### src/rtl/gpu_raster_pkg.sv
`default_nettype none
// +-----------------------------------------------------------------+
// | gpu_raster_pkg : shared raster constants and line-stepper FSM.  |
// | Rev 1.0                                                         |
// +-----------------------------------------------------------------+
package gpu_raster_pkg;

  localparam int WIDTH = 10;
  localparam int H_RES = 640;
  localparam int V_RES = 480;
  localparam int ERR_W = WIDTH + 2;

  typedef enum logic [1:0] {
    IDLE  = 2'd0,
    SETUP = 2'd1,
    DRAW  = 2'd2,
    DONE  = 2'd3
  } state_t;

endpackage
`default_nettype wire

### src/rtl/line_setup.sv
`default_nettype none
// +-----------------------------------------------------------------+
// | line_setup : combinational octant normalisation for Bresenham.  |
// | Rev 1.0                                                         |
// +-----------------------------------------------------------------+
module line_setup
  import gpu_raster_pkg::*;
(
  input  logic [WIDTH-1:0]        x0,
  input  logic [WIDTH-1:0]        y0,
  input  logic [WIDTH-1:0]        x1,
  input  logic [WIDTH-1:0]        y1,
  output logic                    steep,
  output logic [WIDTH-1:0]        xs,
  output logic [WIDTH-1:0]        ys,
  output logic [WIDTH-1:0]        xe,
  output logic [WIDTH-1:0]        dx,
  output logic [WIDTH-1:0]        dy,
  output logic                    ystep_neg,
  output logic signed [ERR_W-1:0] err_init
);

  logic [WIDTH-1:0] w_adx, w_ady;
  logic [WIDTH-1:0] w_ax0, w_ay0, w_ax1, w_ay1;
  logic [WIDTH-1:0] w_ye;
  logic             w_swap;

  assign w_adx = (x1 >= x0) ? (x1 - x0) : (x0 - x1);
  assign w_ady = (y1 >= y0) ? (y1 - y0) : (y0 - y1);
  assign steep = (w_ady > w_adx);

  // Axis swap puts the longer delta on x so the stepper always advances x.
  assign w_ax0 = steep ? y0 : x0;
  assign w_ay0 = steep ? x0 : y0;
  assign w_ax1 = steep ? y1 : x1;
  assign w_ay1 = steep ? x1 : y1;

  assign w_swap = (w_ax0 > w_ax1);
  assign xs     = w_swap ? w_ax1 : w_ax0;
  assign ys     = w_swap ? w_ay1 : w_ay0;
  assign xe     = w_swap ? w_ax0 : w_ax1;
  assign w_ye   = w_swap ? w_ay0 : w_ay1;

  assign dx        = xe - xs;
  assign ystep_neg = (w_ye < ys);
  assign dy        = ystep_neg ? (ys - w_ye) : (w_ye - ys);
  assign err_init  = $signed({2'b00, dx >> 1});

endmodule
`default_nettype wire

### src/rtl/bresenham_line_gen.sv
`default_nettype none
// +-----------------------------------------------------------------+
// | bresenham_line_gen : one pixel/cycle Bresenham line stepper     |
// | with ready/valid back-pressure. Option: RASTER_CLIP_EN.         |
// | Rev 1.0                                                         |
// +-----------------------------------------------------------------+
module bresenham_line_gen
  import gpu_raster_pkg::*;
(
  input  logic             clk,
  input  logic             rst,
  input  logic             start,
  input  logic [WIDTH-1:0] x0,
  input  logic [WIDTH-1:0] y0,
  input  logic [WIDTH-1:0] x1,
  input  logic [WIDTH-1:0] y1,
  input  logic             pix_ready,
  output logic             pix_valid,
  output logic [WIDTH-1:0] x_coord,
  output logic [WIDTH-1:0] y_coord,
  output logic             steep,
  output logic             busy,
  output logic             done
);

  state_t r_state, w_state_nxt;

  logic [WIDTH-1:0]        r_x0, r_y0, r_x1, r_y1;
  logic [WIDTH-1:0]        r_x, r_y, r_xe, r_dx, r_dy;
  logic                    r_ystep_neg, r_steep;
  logic signed [ERR_W-1:0] r_err, w_err_n;

  logic                    w_steep, w_ystep_neg;
  logic [WIDTH-1:0]        w_xs, w_ys, w_xe, w_dx, w_dy;
  logic signed [ERR_W-1:0] w_err_init;
  logic                    w_clip, w_adv, w_last;

  line_setup u_setup (
    .x0        (r_x0),
    .y0        (r_y0),
    .x1        (r_x1),
    .y1        (r_y1),
    .steep     (w_steep),
    .xs        (w_xs),
    .ys        (w_ys),
    .xe        (w_xe),
    .dx        (w_dx),
    .dy        (w_dy),
    .ystep_neg (w_ystep_neg),
    .err_init  (w_err_init)
  );

`ifdef RASTER_CLIP_EN
  logic [WIDTH-1:0] w_sx, w_sy;
  assign w_sx   = r_steep ? r_y : r_x;
  assign w_sy   = r_steep ? r_x : r_y;
  // Off-screen pixels are skipped without waiting for the consumer.
  assign w_clip = (r_state == DRAW) &&
                  ((32'(w_sx) >= H_RES) || (32'(w_sy) >= V_RES));
`else
  assign w_clip = 1'b0;
`endif

  assign w_adv   = (r_state == DRAW) && (pix_ready || w_clip);
  assign w_last  = (r_x == r_xe);
  assign w_err_n = r_err - $signed({2'b00, r_dy});

  always_ff @(posedge clk) begin
    if (rst) r_state <= IDLE;
    else     r_state <= w_state_nxt;
  end

  always_comb begin
    w_state_nxt = r_state;
    pix_valid   = 1'b0;
    busy        = 1'b1;
    done        = 1'b0;
    case (r_state)
      IDLE: begin
        busy = 1'b0;
        if (start) w_state_nxt = SETUP;
      end
      SETUP: w_state_nxt = DRAW;
      DRAW: begin
        pix_valid = !w_clip;
        if (w_adv && w_last) w_state_nxt = DONE;
      end
      DONE: begin
        done        = 1'b1;
        w_state_nxt = IDLE;
      end
      default: w_state_nxt = IDLE;
    endcase
  end

  always_ff @(posedge clk) begin
    if (rst) begin
      r_x0        <= '0;
      r_y0        <= '0;
      r_x1        <= '0;
      r_y1        <= '0;
      r_x         <= '0;
      r_y         <= '0;
      r_xe        <= '0;
      r_dx        <= '0;
      r_dy        <= '0;
      r_ystep_neg <= 1'b0;
      r_steep     <= 1'b0;
      r_err       <= '0;
    end else begin
      case (r_state)
        IDLE: if (start) begin
          r_x0 <= x0;
          r_y0 <= y0;
          r_x1 <= x1;
          r_y1 <= y1;
        end
        SETUP: begin
          r_steep     <= w_steep;
          r_x         <= w_xs;
          r_y         <= w_ys;
          r_xe        <= w_xe;
          r_dx        <= w_dx;
          r_dy        <= w_dy;
          r_ystep_neg <= w_ystep_neg;
          r_err       <= w_err_init;
        end
        DRAW: if (w_adv) begin
          r_x <= r_x + 1'b1;
          if (w_err_n[ERR_W-1]) begin
            r_y   <= r_ystep_neg ? (r_y - 1'b1) : (r_y + 1'b1);
            r_err <= w_err_n + $signed({2'b00, r_dx});
          end else begin
            r_err <= w_err_n;
          end
        end
        default: ;
      endcase
    end
  end

  assign x_coord = r_x;
  assign y_coord = r_y;
  assign steep   = r_steep;

endmodule
`default_nettype wire

### config.mk
export PLATFORM = sky130hd
export DESIGN_NAME = bresenham_line_gen
export DESIGN_NICKNAME = d
export VERILOG_FILES = /design/src/rtl/gpu_raster_pkg.sv /design/src/rtl/line_setup.sv /design/src/rtl/bresenham_line_gen.sv
export SDC_FILE = /design/constraint.sdc
export NUM_CORES = 1
export LEC_CHECK = 0
export CORE_MARGIN = 4
export CORE_UTILIZATION = 40
export DETAILED_ROUTE_END_ITERATION = 10
export PLACE_DENSITY = 0.67
export SKIP_LAST_GASP = 1
export SLEW_MARGIN = 40
export SYNTH_ARGS = -nofsm -noshare
export SYNTH_HDL_FRONTEND = slang
export SYNTH_SLANG_ARGS = --single-unit
### constraint.sdc
create_clock -name clk -period 15.8 [get_ports clk]
set_clock_uncertainty 0.15 [all_clocks]
set_input_delay 2.37 -clock clk [delete_from_list [all_inputs] [get_ports clk]]
set_output_delay 2.37 -clock clk [all_outputs]
set_load 0.01 [all_outputs]
==> metrics.txt <==
number of enable flip-flop cells after synthesis=0; Max Used Layer=met4; die area=28300 µm²; Sink Count=106; Hold Startpoint=r_err[4]; WL met1=15.20 mm; H-tree depth=3; Initial Util=0.4067; CP max stage delay=approximately 660 ps; postcts setup bufs=0; Final min period=11990 ps; commonest non-fill, non-tap cell in the layout=nand2_1; crit end category=flip-flop; layout cells sized above 1=0.05517; DR vias/cell=between 5 and 6; Routed Antenna Nets=0; CTS buffer count=9; final-report hold violation count=0; largest family of logic cells by synthesized area=compound AO/OA/AOI/OAI gates; number of global-route vias before repair=9766; CP Launch Point=r_x0[0]; CP Max Fanout=45; Placer Congestion=around 1.0; worst path arrival time=around 12000 ps; Syn Std Cell Area=10270 µm²; number of port buffers=67; synth warn=0; Mean Syn Cell Area=7.289 µm²; largest net degree at the start of global routing=54; post-synthesis sequential area ratio=0.2066; Worst Max-Slew Pin Slew=865.9 ps; cts hold-fix bufs=0; drt first-iter violations=803; async set or reset register ratio after synthesis=0; Post-Synthesis Cells=1409; Die Span X=roughly 170 µm; Root Buffer=clkbuf_16; Hold Crit Class=reg2reg; Setup-failing EPs final=0; DRC=0; Ports=68; fin nets=1589; cts repair resizes=0; Cell variety after synth=78; CORE AREA=approximately 25000 µm²; final period utilization=0.7591; vias=10267; critical path's slowest cell=o21ai_0; routed wl met3=between 2 and 2.5 mm; max frequency=0.08337 GHz; status=finished, final reports clean; top_reg_cell synth=dfxtp_1; reg2reg start=r_x0[0]; # rows=58; Compound-Gate Fraction of Synth Area=0.2756; Critical Path RT=around 16000 ps; die span in y=168.2 µm; RSZ-0062 raised after global routing=false; GRT overflow=0; GRT Overall Usage=0.2337; Post-Synth Adder-Cell Area=0.1513; Pre-Repair DR Iteration Count=6; met2 routed WL=around 15 mm; Post-DP HPWL=25.95 mm; syn nets=1571; aggregate negative setup slack=0 ps; TritonCTS clock tree=yes; #FFs+latches synth=approximately 110; post-synthesis simple-gate area fraction=0.1864; critical path startpoint category=flip-flop; commonest non-fill, non-tap cells in the layout=nand2_1, a21oi_1, nor2_1; initial antenna violation count=0; max cap viols=0; Skew-Pair Late Insertion Delay=370 ps; Reg clk slew, reported paths=80 ps; routed wire length=33.75 mm; antenna fix cells=0; first-pass GRT wire length=53.41 mm; drt wl/cell=19.15 µm; post-synthesis xor/xnor area fraction=0.05117; Slew Viols, Final=0; slew margin rel.=0.4221; Max clock buf depth=2; multiplexer share of the synthesized area=0.05860; Layout area overhead=11.81%; CP Class=reg2reg; most used cell, CP=a21oi_1
==> cell usage after synthesis, drive strengths merged (21+ instances only) <==
library cell / count / area [µm²]
nor2: 122 / 465.5
a211oi: 24 / 185.2
clkbuf: 53 / 198.9
a21oi: 159 / 795.8
inv: 112 / 420.4
o21ai: 96 / 488.0
dfxtp: 106 / 2122
a21o: 25 / 187.7
o211ai: 25 / 202.7
nand2: 195 / 734.5
xnor2: 43 / 376.6
ha: 109 / 1364
mux2i: 41 / 410.4
buf: 21 / 98.84
nor3: 35 / 175.2
==> logic make-up (layout without fill, tap and decap cells) <==
group,Yosys count,in the layout
DFF,106,106
and+or+nand+nor,438,438
xor gates and xnor gates,60,60
adders and majority gates,119,119
buffers and inverters,187,210
AOI/OAI and AO/OA,441,441
muxes,58,58
==> worst max-delay path: cells and delay by family, from the launching register on <==
kind | cells | cell delay [ps]
mux | 3 | 830
simple gates | 7 | 1050
buf+inv | 5 | 1320
fa+ha+maj | 5 | 1690
xor+xnor | 2 | 300
compound gates | 23 | 5880
flops | 1 | 590
==> sequential cells by signal (all words and copies together), names as in the netlist, 2 cells and up <==
name and count:
r_dx 10, r_dy 10, r_err 12, r_state 2, r_x0 10, r_x1 10
r_xe 10, r_y0 10, r_y1 10, x_coord 10, y_coord 10
==> path summary, 6_finish.rpt <==
check / slack (ps) / cells after the start / end
max: 3810 / 45 / r_dy[8]
max reg2reg: 3810 / 45 / r_dy[8]
min reg2reg: 320 / 2 / r_err[4]
min: 320 / 2 / r_err[4]
==> layer usage <==
layer / up-vias / track usage
met5: - / 0
met3: 61 / 0.03146
li1: 4982 / -
met1: 4813 / 0.3235
met4: 0 / 0.06528
met2: 411 / 0.3823
==> layout make-up <==
class                   count  area [µm²]
flip-flops and latches    106        2122
clock buffers              11       242.7
repair buffers             81       773.2
well taps                 330       412.9
fillers                  2582       13770
multi-input cells        1116        7445
inverters                 113       424.2
clock inverters             5       62.56
==> stage by stage <==
stage,setup slack (ps),instance area (µm²),utilization,instances,hold WS [ps]
6_report,3806,11480,0.4547,1762,317.7
5_1_grt,2894,11480,0.4547,1762,342.3
4_1_cts,3988,11470,0.4543,1762,317.6
3_5_place_dp,4054,11170,0.4422,1746,306.5
3_3_place_gp,4166,11170,0.4422,1746,297.2
2_1_floorplan,4883,10270,-,1409,281.5
Power is left out: the tool's default activity adds up to more than one toggle a clock period on the data nets, which glitch-free logic cannot reach.
